### src/rtl/buf_owner_arbiter.sv
// Round-robin ownership arbiter for one shared buffer/register resource.
// Grants one requester at a time, inserts a guard cycle between owners and can revoke a stuck owner.
module buf_owner_arbiter #(
   parameter int NUM_REQ    = 2,
   parameter int TIMEOUT_W  = 16,
   parameter int INIT_OWNER = 2
) (
   input  logic                       ap_clk,
   input  logic                       ap_rst_n,
   input  logic [NUM_REQ-1:0]         req,
   input  logic [NUM_REQ-1:0]         rel,
   input  logic [TIMEOUT_W-1:0]       timeout_cycles,
   output logic [NUM_REQ-1:0]         grant,
   output logic                       owner_valid,
   output logic [$clog2(NUM_REQ)-1:0] owner_id,
   output logic [NUM_REQ-1:0]         revoke,
   output logic [7:0]                 revoke_cnt
);
   localparam int ID_W     = $clog2(NUM_REQ);
   localparam int CW       = ID_W + 1;
   localparam bit HAS_INIT = (INIT_OWNER < NUM_REQ);
   localparam int INIT_ID  = HAS_INIT ? INIT_OWNER : 0;
   localparam int INIT_PTR = HAS_INIT ? ((INIT_OWNER + 1) % NUM_REQ) : 0;
   localparam logic [NUM_REQ-1:0] ONE_HOT0   = {{(NUM_REQ-1){1'b0}}, 1'b1};
   localparam logic [NUM_REQ-1:0] INIT_GRANT = HAS_INIT ? (ONE_HOT0 << INIT_ID) : {NUM_REQ{1'b0}};

   typedef enum logic [1:0] {
      ST_IDLE    = 2'd0,
      ST_GRANTED = 2'd1,
      ST_GAP     = 2'd2
   } state_t;

   localparam state_t INIT_STATE = HAS_INIT ? ST_GRANTED : ST_IDLE;

   state_t               state_r;
   logic [ID_W-1:0]      rr_ptr_r;
   logic [TIMEOUT_W-1:0] hold_cnt_r;
   logic                 pick_found_s;
   logic [ID_W-1:0]      pick_idx_s;
   logic [ID_W-1:0]      pick_next_s;
   logic                 own_rel_s;
   logic                 tmo_hit_s;

   // (base + step) modulo NUM_REQ; both operands are already below NUM_REQ
   function automatic logic [ID_W-1:0] wrap_add(input logic [ID_W-1:0] base,
                                                input logic [ID_W-1:0] step);
      logic [CW-1:0] sum;
      sum = {1'b0, base} + {1'b0, step};
      return (sum >= CW'(NUM_REQ)) ? ID_W'(sum - CW'(NUM_REQ)) : sum[ID_W-1:0];
   endfunction

   // Round-robin pick: descending scan so the candidate nearest rr_ptr is written last
   always_comb begin
      pick_found_s = 1'b0;
      pick_idx_s   = '0;
      for (int k = NUM_REQ - 1; k >= 0; k--) begin
         pick_found_s = pick_found_s | req[wrap_add(rr_ptr_r, ID_W'(k))];
         pick_idx_s   = req[wrap_add(rr_ptr_r, ID_W'(k))] ? wrap_add(rr_ptr_r, ID_W'(k)) : pick_idx_s;
      end
   end

   assign pick_next_s = wrap_add(pick_idx_s, ID_W'(1));
   assign own_rel_s   = rel[owner_id];
   assign tmo_hit_s   = (timeout_cycles != {TIMEOUT_W{1'b0}}) &&
                        (hold_cnt_r == (timeout_cycles - TIMEOUT_W'(1)));

   // Ownership state machine; every output is a register
   always_ff @(posedge ap_clk or negedge ap_rst_n) begin
      if (!ap_rst_n) begin
         state_r     <= INIT_STATE;
         grant       <= INIT_GRANT;
         owner_valid <= HAS_INIT;
         owner_id    <= ID_W'(INIT_ID);
         rr_ptr_r    <= ID_W'(INIT_PTR);
         hold_cnt_r  <= '0;
         revoke      <= '0;
         revoke_cnt  <= 8'd0;
      end else begin
         revoke <= '0;
         case (state_r)
            ST_IDLE: begin
               if (pick_found_s) begin
                  state_r     <= ST_GRANTED;
                  grant       <= ONE_HOT0 << pick_idx_s;
                  owner_valid <= 1'b1;
                  owner_id    <= pick_idx_s;
                  hold_cnt_r  <= '0;
                  rr_ptr_r    <= pick_next_s;
               end
            end
            ST_GRANTED: begin
               hold_cnt_r <= (hold_cnt_r == {TIMEOUT_W{1'b1}}) ? hold_cnt_r : hold_cnt_r + TIMEOUT_W'(1);
               // An explicit release beats a timeout landing on the same cycle
               if (own_rel_s) begin
                  state_r     <= ST_GAP;
                  grant       <= '0;
                  owner_valid <= 1'b0;
                  owner_id    <= '0;
               end else if (tmo_hit_s) begin
                  state_r     <= ST_GAP;
                  grant       <= '0;
                  owner_valid <= 1'b0;
                  owner_id    <= '0;
                  revoke      <= grant;
                  revoke_cnt  <= (revoke_cnt == 8'hFF) ? revoke_cnt : revoke_cnt + 8'd1;
               end
            end
            ST_GAP: begin
               state_r <= ST_IDLE;
            end
            default: begin
               state_r     <= ST_IDLE;
               grant       <= '0;
               owner_valid <= 1'b0;
               owner_id    <= '0;
            end
         endcase
      end
   end

endmodule
### config.mk
export PLATFORM = sky130hd
export DESIGN_NAME = buf_owner_arbiter
export DESIGN_NICKNAME = d
export VERILOG_FILES = /design/src/rtl/buf_owner_arbiter.sv
export SDC_FILE = /design/constraint.sdc
export NUM_CORES = 1
export LEC_CHECK = 0
export ABC_AREA = 0
export CORE_MARGIN = 2
export CORE_UTILIZATION = 57
export CTS_CLUSTER_SIZE = 30
export DETAILED_ROUTE_END_ITERATION = 12
export PLACE_DENSITY = 0.91
export SLEW_MARGIN = 10
export SYNTH_ARGS = -nofsm -noshare
export SYNTH_HDL_FRONTEND = slang
export SYNTH_SLANG_ARGS = --single-unit
export TNS_END_PERCENT = 20
### constraint.sdc
create_clock -name ap_clk -period 7.7 [get_ports ap_clk]
set_clock_uncertainty 0.2 [all_clocks]
set_input_delay 1.54 -clock ap_clk [delete_from_list [all_inputs] [get_ports ap_clk]]
set_output_delay 1.54 -clock ap_clk [all_outputs]
set_load 0.03 [all_outputs]
**Yosys cells after proc, flatten, opt, wreduce, memory -nomap -nowiden**

Index checks and enable logic that the tools add are counted.

- Register bits: 33
- Bits of input ports: 22
- Output and inout bits: 14

- $add $sub $neg: 8
- Magnitude comparators: 6
- Eq/ne operators: 8
- Shift-type cells: 1
- Mux-type cells: 31
- Bitwise gates (word level): 4
- Reductions and logical operators: 9

Operators with widths:

| operator | number |
|---|---|
| $mux 16 | 2 |
| $pmux 16 s2 | 1 |
| $mux 2 | 9 |
| $add 16x1->16 const B | 1 |
| $eq 16x16->1 | 1 |
| $eq 16x16->1 const B | 1 |
| $reduce_bool 16->1 | 1 |
| $sub 16x1->16 const B | 1 |
| $mux 1 | 15 |
| $add 8x1->8 const B | 1 |
| $eq 8x8->1 const B | 1 |
| $lt 1x2->1 const B | 3 |
| $pmux 1 s3 | 2 |
| $pmux 2 s3 | 1 |
| $reduce_and 3->1 | 2 |
| $add 1x1->2 const B | 2 |
| $ge 2x2->1 const B | 2 |
| $ne 2x2->1 const B | 2 |
| $pmux 2 s2 | 1 |
| $reduce_and 2->1 | 2 |
| $reduce_and 4->1 | 1 |
| $ne 3x3->1 const B | 1 |
| $not 1->1 | 3 |
| $sub 1x1->1 const B | 3 |
| other kinds (8) | 8 |

**Longest topological paths before layout**

- Depth after elaboration: 10
- Gate-level depth with buffers: 9
- Depth with buffers taken out: 9

**Worst setup path after synthesis**

No wires, ideal clock.

- Path type: in2reg
- Start point: in timeout_cycles[0]
- End point: reg state_r[0]
- Setup time: 124 ps
- Arrival time: 3,923 ps
- Slack: 3,453 ps
- Stages on the path: 9
- Path buffers: 0
- Cells stage by stage: inv_1 > ha_1 > or3b_2 > a2111oi_0 > a21oi_1 > a2111o_1 > or4_4 > o21ba_1 > or2_1

- Cells in the longest elaborated chain, start to end: 5
- Elaborated cells on any way between the ends: 6
- Those cells by class: add/sub: 1; eq/ne: 2; reduce/logical: 3

Ends and longest elaborated chain:

| item | line | source |
|---|---|---|
| start, declared | 12 | `input logic [TIMEOUT_W-1:0] timeout_cycles,` |
| $sub 16x1->16 | 65 | `(hold_cnt_r == (timeout_cycles - TIMEOUT_W'(1)));` |
| $eq 16x16->1 | 65 |  |
| $logic_and 1x1->1 * | 64 | `assign tmo_hit_s = (timeout_cycles != {TIMEOUT_W{1'b0}}) &&` |
| $ne 3x3->1 (no source line) * | -- |  |
| $reduce_and 2->1 (no source line) * | -- |  |
| end signal, assigned | 70 | `state_r <= INIT_STATE;` |
| end signal, assigned | 83 | `state_r <= ST_GRANTED;` |
| end signal, assigned | 95 | `state_r <= ST_GAP;` |
| end, declared | 35 | `state_t state_r;` |

Every way passes the cells marked *; elsewhere a longest branch is shown, timed or not.
A chain may end at the register's enable or synchronous reset.

**Worst setup path after layout**

- Start point: in timeout_cycles[0]
- End point: reg revoke_cnt[1]

- Cells in the longest elaborated chain, start to end: 4
- Elaborated cells on any way between the ends: 5
- Those cells by class: add/sub: 1; eq/ne: 1; reduce/logical: 3

Ends and longest elaborated chain:

| item | line | source |
|---|---|---|
| $sub 16x1->16 | 65 |  |
| $eq 16x16->1 | 65 |  |
| $logic_and 1x1->1 * | 64 |  |
| $reduce_and 4->1 (no source line) * | -- |  |
| end signal, assigned | 105 | `revoke_cnt <= (revoke_cnt == 8'hFF) ? revoke_cnt : revoke_cnt + 8'd1;` |
| end, declared | 17 | `output logic [7:0] revoke_cnt` |

Marked as above.

==> metrics.cfg <==
[final_layout]
fin_nets = 300
n_antenna_cell = 0
drive_gt1_share_pct = 6.91
filler_cell_count = 292
area_growth_pct = 23.5
fin_util_pct = 72.7

[setup_path]
reg2reg_from = hold_cnt_r[10]
regToRegEndpoint = revoke_cnt[1]
cp-end-kind = register
start_kind = input port
ff2ff_path_depth = 7
crit_type = input port to register
cp.arrival_ns = 4.80
cp.required_ns = 7.67
rrSetupSlack_ns = 4.71
crit_fanout = 4

[logic_synthesis]
synth_cell_types = 50
synthesis.area_sq_um = 2140
syn_inst = 235
synth.largest_area_cell = dfrtp_1
synth.avg_cell_area_sq_um = 9.10
ys.flop_type = dfrtp_1
synth.area.top_cells = dfrtp_1 (37%), xnor2_1 (11%), xor2_1 (6.1%)
synth_nets = 261
yosysWarningCount = 0
synth_edf_count = 0
synth-seq-cells = 32
synth.top_cell.area_share_pct = 37.4
synthArstFlopShare_pct = 100
ys_seq_area_share_pct = 37.4

[die]
dieWidth_um = 65.3
core-area_sq_um = 3630
io_pins = 36
die_height_um = 65.3
initial_core_util_pct = 58.8
dieArea_sq_um = 4260
rows = 22

[route]
num_vias = 1843
drtIter0Drc = 116
routed_wl_um = 4820
drt_pre_antenna_iters = 4
drcViolationCount = 0
wl_per_cell_um = 14.9
viasPerCell = 5.71
postRouteAntennaNets = 0

[place]
io_buffer_count = 35
place.detailed.hpwl_um = 3550
gp_congestion = 0.928

[job]
cap_violations = 0

[timing]
slew_viol_final = 0
tns_ns = 0
tightest_slew_ns = 0.594
period_share_pct = 62.7
fin_hold_ws_ns = 0.300
fmax_ghz = 0.207
min_period_ns = 4.83
slew_headroom_pct = 60.1
setup_viol = 0
timing_hold_violations_final = 0
grt_setup_unrepaired = no

[global_route]
grt_pass1_wl_um = 7970
first_global_vias = 1780
grt.overflow.total = 0
grt_max_degree = 33
antenna_found_initial = 0
grtUsageTotal_pct = 25.1

[pwr]
p_leak_uw = 0.00104
power_density_nw_per_um2 = 208
max-vdd-ir-drop_uv = 250

[clock_tree]
cts_hold_buf = 0
postCtsSetupBuffers = 0
cts_sinks = 32
cts_buffer_depth = 2
root_buffer = clkbuf_8
htree_num_levels = 2
cts_tree = built
path_clk_slew_ns = 0.07
clk_latency_ns = 0.30
cts_resized = 0
numCtsBuffers = 5

[hold_path]
whs_endpoint = revoke_cnt[5]
hold_depth = 1
hold_path.startpoint = revoke_cnt[5]
hp-class = register to register

[status]
status = completed

==> placed cells by master, fill, tap and decap left out, types with 2 or more instances in the layout <==
cell	count
xor2_1	15
a21oi_1	5
xnor2_1	26
nor4b_1	2
ha_1	4
nor4_1	9
mux2i_1	2
clkbuf_8	5
nor3_1	9
or3_1	2
nor2_1	30
o21ai_0	5
inv_1	8
o21a_1	2
dfrtp_1	32
and2_1	2
and4_1	2
a31oi_1	3
buf_4	2
nand4b_1	2
nor2b_1	2
nand3_1	8
nand2_1	15
and3_1	4
nand4_1	13
clkdlybuf4s50_1	35
o2bb2ai_1	3
or2_2	2
mux2_2	2
==> worst max path at each step <==
| stage | start | end | slack [ns] | depth (start not counted) |
|---|---|---|---|---|
| after floorplan | timeout_cycles[0] | state_r[0] | 3.45 | 9 |
| after global placement | timeout_cycles[0] | revoke_cnt[1] | 2.79 | 10 |
| after detailed placement | timeout_cycles[0] | revoke_cnt[1] | 2.66 | 10 |
| after CTS | timeout_cycles[0] | revoke_cnt[1] | 2.92 | 10 |
| after global routing | timeout_cycles[0] | revoke_cnt[1] | 2.71 | 10 |
| final | timeout_cycles[0] | revoke_cnt[1] | 2.87 | 10 |
==> state kept, by name (all words and copies together) (netlist names) <==
name	flops
hold_cnt_r	16
revoke_cnt	8
grant	2
revoke	2
state_r	2
owner_valid	1
rr_ptr_r	1
==> synth_stat cells (2+ instances only) <==
master	n
mux2i_1	2
a31oi_1	3
nor4b_1	2
and2_1	2
and3_1	4
dfrtp_1	32
o21ai_0	5
xnor2_1	26
nand2_1	15
nor4_1	9
nor2_1	30
or2_2	2
and4_1	2
nand4b_1	2
clkbuf_1	3
nand3_1	8
o21a_1	2
inv_1	8
nor3_1	9
xor2_1	15
ha_1	4
nor2b_1	2
o2bb2ai_1	3
or3_1	2
mux2_2	2
nand4_1	13
a21oi_1	5
==> through the flow <==
step | setup WS (ns) | power [uW] | cells | cell area, sq um
finish | 2.87 | 550 | 323 | 2640
global route | 2.71 | 581 | 323 | 2640
CTS | 2.92 | 552 | 323 | 2640
detailed placement | 2.66 | 393 | 315 | 2530
global placement | 2.79 | 389 | 315 | 2530
floorplan | 3.45 | 331 | 235 | 2140
==> area by class of cell <==
type                    count  area (sq um)  share of cell area, %
multi-input cells         190          1280                   48.4
clock inverters             2          35.0                   1.33
well taps                  48          60.1                   2.27
inverters                   8          30.0                   1.14
clock buffers               6          72.6                   2.75
flip-flops and latches     32           801                   30.3
repair buffers             37           365                   13.8
==> critical path: stages <==
cell             delay, ns
clkdlybuf4s50_1       0.47
inv_1                 0.11
ha_1                  0.21
or3b_2                0.51
a2111oi_0             0.30
a21oi_1               0.07
a2111o_1              0.44
nor4_1                0.53
nand2_1               0.23
mux2_1                0.37
==> kinds of logic (layout without fill, tap and decap cells) <==
group | count (synthesis) | count (layout) | synth area share (%)
simple gates | 112 | 112 | 28.8
xor+xnor | 41 | 41 | 16.8
flops | 32 | 32 | 37.4
compound gates | 28 | 28 | 9.30
buf+inv | 13 | 53 | 2.81
mux | 5 | 5 | 2.52
fa+ha+maj | 4 | 4 | 2.34
==> metal layers <==
layer  track usage (%)  vias up  part of all wire, %
li1                  -      920                    -
met1              32.0      858                   46
met2              39.0       51                   46
met3              5.31       14                  4.8
met4              15.4        0                  3.4
met5                 0        -                    0
==> power by group <==
part	internal (uW)	leakage [uW]	switching, uW	total [uW]
clock	95.9	0.0000552	62.4	158
combinational	77.0	0.000550	94.6	172
sequential	189	0.000434	30.9	220
(Power assumes the default switching activity.)
==> edit 1, RTL diff (same flow settings) <==
Set the parameter `TIMEOUT_W` to 32 (it was 16).
--- a/src/rtl/buf_owner_arbiter.sv
+++ b/src/rtl/buf_owner_arbiter.sv
@@ -4,3 +4,3 @@
    parameter int NUM_REQ    = 2,
-   parameter int TIMEOUT_W  = 16,
+   parameter int TIMEOUT_W  = 32,
    parameter int INIT_OWNER = 2
Ports: changed (resized timeout_cycles); port bits go from 36 to 52. No check against the original RTL was run, so the function may have changed too.
==> edit 1 against the unedited design <==
Synthesized area rose by 69%; register-to-register slack got worse by 710 ps; die area rose by 64%; setup slack got worse by 1000 ps; sequential cell count rose by 16; final area rose by 62%; total power rose by 27%; critical path depth rose by 1; routed wire length rose by 95%.
==> edit 1: results (changes against the unedited design) <==
outcome:
  status: "complete, no violations"
setup_path:
  crit_path_end: "revoke_cnt[1]"
  r2r-start: "hold_cnt_r[16]"
  reg2regPathDepth: 8  # +1
  rrSetupSlack_ps: 4000  # -710 ps
  critPathArrivalTime_ps: 5870  # +1070 ps
  path_max_fanout: 12  # +8
  startpoint: "timeout_cycles[0]"
  critical-path-slowest-cell: "nor4_2"
  cp_slowest_stage_delay_ps: 950  # +420 ps
  criticalPathCategory: "input port to register"
yosys:
  ys_seq_area_share_pct: 33.26  # -4.2 points
  synth_area_leaders: "dfrtp_1, xnor2_1, xor2_1"
  async_flop_share_pct: 100.0  # unchanged
  synth_ff_type: "dfrtp_1"
  ys_top_cells_by_count: "nor2_1, dfrtp_1, xnor2_1, xor2_1, nand2_1"
  synth_cell_type_count: 58  # +16%
  syn_nets: 465  # +78%
  ys_warn_count: 0  # unchanged
clock_tree:
  htree_levels: 2  # unchanged
  clock_latency_ps: 310
  cts_hold_buf: 0  # unchanged
  numCtsBuffers: 5  # unchanged
  cts_resized: 0  # unchanged
  cts_root_buf: "clkbuf_8"
  clockBufferDepth: 2  # unchanged
  post_cts_buffers: 0  # unchanged
  clk_pin_slew_ps: 90  # +20 ps
finish:
  diodes: 0  # unchanged
  reg_top3: "hold_cnt_r: 32 flops, revoke_cnt: 8 flops"
  final_nets: 510  # +70%
  drive_gt1_share_pct: 5.330  # -1.6 points
hold_path:
  holdPathStages: 1  # unchanged
  min_from: "owner_valid"
  min_delay_worst_endpoint: "owner_valid"
  worstHoldPathType: "register to register"
placement:
  post-place-ws_ps: 1534  # -1129 ps
  port_buffers: 51  # +46%
  placed_area_mm2: 0.004153  # +64%
  gp_congestion: 0.9403  # +1.3%
  dp_hpwl_um: 7196  # +100%
detailed_routing:
  firstDrtPassIters: 5  # +1
  via_per_inst: 6.309  # +11%
  drt_iter0_drc: 214  # +84%
  wl_um: 9411  # +95%
power:
  max-vdd-ir-drop_v: 0.0001684  # -33%
  leakagePower_nw: 1.610  # +55%
  switchingPower_mw: 0.2441  # +30%
sta:
  worst_pin_slew_ps: 1150  # +556.8 ps
  worst_slack_ps: 1829  # -1042 ps
global_route:
  grt_pass1_vias: 3383  # +90%
  antenna_found_initial: 0  # unchanged
  grt_pass1_wl_um: 15920  # +100%
  grt_max_degree: 49  # +48%
  groute.usage.overall_pct: 27.46  # +2.4 points
[edit 1: cell types whose count changed after synthesis, sizes merged, moves of 11 or more]
cell / delta
xor2: +13
nor3: +11
nor2: +21
xnor2: +16
dfrtp: +16
nand3: +11
[edit 1: power by group through the flow]
stage | Combinational, mW | Sequential, mW | Clock [mW]
finish | 0.214 | 0.303 | 0.184
global route | 0.233 | 0.307 | 0.200
CTS | 0.213 | 0.303 | 0.188
detailed placement | 0.212 | 0.307 | 0
global placement | 0.206 | 0.306 | 0
floorplan | 0.120 | 0.313 | 0
[edit 1: kinds of logic after synthesis]
logic type	count (synthesis)	share of synthesized area (%)
AO/OA/AOI/OAI	60	11.78
flip-flops	48	33.26
adder cells (fa/ha/maj)	4	1.386
multiplexers	5	1.628
buffers and inverters	28	3.395
AND/OR/NAND/NOR	208	31.57
XOR/XNOR	70	16.98
[edit 1: stage by stage]
stage / cells / hold slack [ps]
floorplan: 423 / 266.2
CTS: 544 / 296.5
global route: 544 / 336.5
detailed placement: 536 / 270.9
finish: 544 / 289.9
global placement: 536 / 269.6
[edit 1: critical path, delay by kind of cell]
| family | cells | cell delay (ps) |
|---|---|---|
| muxes | 1 | 370 |
| and+or+nand+nor | 6 | 2680 |
| AOI/OAI and AO/OA | 1 | 390 |
| buffers and inverters | 2 | 610 |
| adders and majority gates | 1 | 270 |
[edit 1: layer usage]
layer  GRT usage (%)  share of wire (%)  wire length [um]
met4           6.598                1.8               172
met2           46.11                 49              4567
met3           5.341                6.7               629
met1           36.65                 43              4042
met5               0                  0                 0
[edit 1: cell type report]
cell class / instances / area [um2]
multi-input combinational: 347 / 2292
fill: 471 / 1759
sequential: 48 / 1201
timing repair buffer: 52 / 515.5
tap: 75 / 93.84
clock buffer: 5 / 68.82
inverter: 14 / 52.55
clock inverter: 3 / 42.54
==> edit 2, RTL diff (same flow settings) <==
Without the edit above. Put one more register stage on the output `revoke_cnt`, with the module's reset. The value now appears one clock later. The other outputs are not delayed to match.
--- a/src/rtl/buf_owner_arbiter.sv
+++ b/src/rtl/buf_owner_arbiter.sv
@@ -33,2 +33,4 @@
    localparam state_t INIT_STATE = HAS_INIT ? ST_GRANTED : ST_IDLE;
+
+   logic [7:0] revoke_cnt_s0;
 
@@ -76,3 +78,3 @@
          revoke      <= '0;
-         revoke_cnt  <= 8'd0;
+         revoke_cnt_s0 <= 8'd0;
       end else begin
@@ -104,3 +106,3 @@
                   revoke      <= grant;
-                  revoke_cnt  <= (revoke_cnt == 8'hFF) ? revoke_cnt : revoke_cnt + 8'd1;
+                  revoke_cnt_s0 <= (revoke_cnt_s0 == 8'hFF) ? revoke_cnt_s0 : revoke_cnt_s0 + 8'd1;
                end
@@ -120,2 +122,10 @@
 
+   always_ff @(posedge ap_clk or negedge ap_rst_n) begin
+      if (!ap_rst_n) begin
+         revoke_cnt <= '0;
+      end else begin
+         revoke_cnt <= revoke_cnt_s0;
+      end
+   end
+
 endmodule
Formal check against the unedited RTL: not equivalent (Yosys sat finds a counterexample within 4 cycles, from zero or initial values and one cycle with ap_rst_n low).
==> edit 2 against the unedited design <==
Setup slack better by 550 ps; critical path type unchanged; fmax up 13%; routed wire length up 17%; total power is 5.5% higher; die area is 18% higher; synthesized area grew 19%; sequential cell count increased by 8; core utilization shrank 3.4 points; clock power shrank 11%; critical path depth unchanged; largest power group unchanged; final area increased by 13%.
==> edit 2: results (changes against the unedited design) <==
placement:
  gp_congestion: 0.9129  # -1.7%
  placed_area_mm2: 0.002903  # +15%
  dp.cells: 345  # +9.5%
  dp_hpwl_um: 4232  # +19%
  port_buffers: 35  # unchanged
  post-place-ws_ps: 3144  # +480.7 ps
detailed_routing:
  wl_per_cell_um: 15.90  # +6.6%
  via_per_inst: 6.096  # +6.8%
  drt_iter0_drc: 161  # +39%
  vias: 2152  # +17%
  firstDrtPassIters: 4  # unchanged
finish:
  reg_top3: "hold_cnt_r: 16 flops, revoke_cnt: 8 flops, revoke_cnt_s0: 8 flops"
  diodes: 0  # unchanged
  final_nets: 326  # +8.7%
  drive_gt1_share_pct: 8.306  # +1.4 points
yosys:
  synth_top_family_by_area: "simple AND/OR/NAND/NOR gates"
  syn_avg_cell_area_um2: 9.498  # +4.4%
  ys_warn_count: 0  # unchanged
  ys_seq_area_share_pct: 39.18  # +1.7 points
  synth-compound-area-share_pct: 12.59  # +3.3 points
  async_flop_share_pct: 100.0  # unchanged
  synth_xor_area_share_pct: 12.00  # -4.8 points
  synth_cell_type_count: 58  # +16%
  syn_nets: 295  # +13%
  synth_area_leaders: "dfrtp_1, xnor2_1, xor2_1"
  synth.area.mux_share_pct: 0.8815  # -1.6 points
  ys_top_cells_by_count: "dfrtp_1, nor2_1, nand2_1, xnor2_1, xor2_1"
  synth_fa_ha_area_share_pct: 1.959  # -0.38 points
hold_path:
  min_delay_worst_endpoint: "revoke_cnt[5]"
  min_from: "revoke_cnt_s0[5]"
  holdPathStages: 0  # -1
  worstHoldPathType: "register to register"
clock_tree:
  post_cts_buffers: 0  # unchanged
  clk_pin_slew_ps: 70  # about the same
  clockBufferDepth: 2  # unchanged
  cts_resized: 0  # unchanged
  clock_latency_ps: 290
  htree_levels: 2  # unchanged
  cts_root_buf: "clkbuf_8"
power:
  p_sw_share_pct: 35.12  # +0.97 points
  max-vdd-ir-drop_v: 0.0001991  # -20%
  leakagePower_nw: 1.220  # +17%
setup_path:
  path_max_fanout: 7  # +3
  reg2regPathDepth: 7  # unchanged
  critPathArrivalTime_ps: 4260  # -540 ps
  rrSetupSlack_ps: 5100  # +390 ps
  r2r-start: "state_r[1]"
  reg2reg_to: "revoke_cnt_s0[7]"
global_route:
  grt_pass1_wl_um: 9666  # +21%
  groute.usage.overall_pct: 24.10  # -0.99 points
  grt_max_degree: 41  # +24%
  antenna_found_initial: 0  # unchanged
sta:
  maxSlewViolCount: 0  # unchanged
  max-slew-margin-rel_pct: 42.80  # -17 points
  whs_ps: 228.8  # -71.30 ps
outcome:
  status: "complete, no violations"
## edit 2: cell count changes after synthesis, moves of 4 or more
cell,unedited run,this run
a21oi_1,5,10
dfrtp_1,32,40
nand2_1,15,24
xnor2_1,26,22
## edit 2: power groups by stage
stage / clock network, mW / registers (mW) / logic (mW)
3_3_place_gp: 0 / 0.265 / 0.170
4_1_cts: 0.145 / 0.263 / 0.175
6_report: 0.141 / 0.264 / 0.175
2_1_floorplan: 0 / 0.267 / 0.109
3_5_place_dp: 0 / 0.267 / 0.174
5_1_grt: 0.154 / 0.267 / 0.190
## edit 2: routing by layer
layer	vias to the layer above	wire (um)	global-route usage [%]
li1	1029	-	-
met1	1027	2364	31.10
met2	77	2763	38.63
met3	19	327	5.983
met4	0	156	10.69
met5	-	0	0
## edit 2: worst max-delay path by stage
stage | from | endpoint | slack (ps) | cells after the start
floorplan | timeout_cycles[0] | revoke_cnt_s0[1] | 3930 | 9
global placement | timeout_cycles[0] | revoke_cnt_s0[1] | 3230 | 10
detailed placement | timeout_cycles[0] | revoke_cnt_s0[1] | 3140 | 10
CTS | timeout_cycles[0] | revoke_cnt_s0[1] | 3420 | 10
global route | timeout_cycles[0] | revoke_cnt_s0[1] | 3220 | 10
finish | timeout_cycles[0] | grant[0] | 3420 | 10
## edit 2: worst max-delay path, stage by stage
cell and delay (ps):
clkdlybuf4s50_1 550, inv_1 100, ha_1 250, nand2b_1 180
o211a_1 140, o31a_1 320, nor4_4 340, and3_1 400
a21boi_1 180, a22o_1 250
## edit 2: final cells by class
cell class / instances / area (um2)
multi-input cells: 207 / 1446
fillers: 329 / 1329
flip-flops and latches: 40 / 1001
repair buffers: 36 / 352.8
clock buffers: 6 / 82.58
well taps: 52 / 65.06
inverters: 10 / 37.54
clock inverters: 2 / 10.01
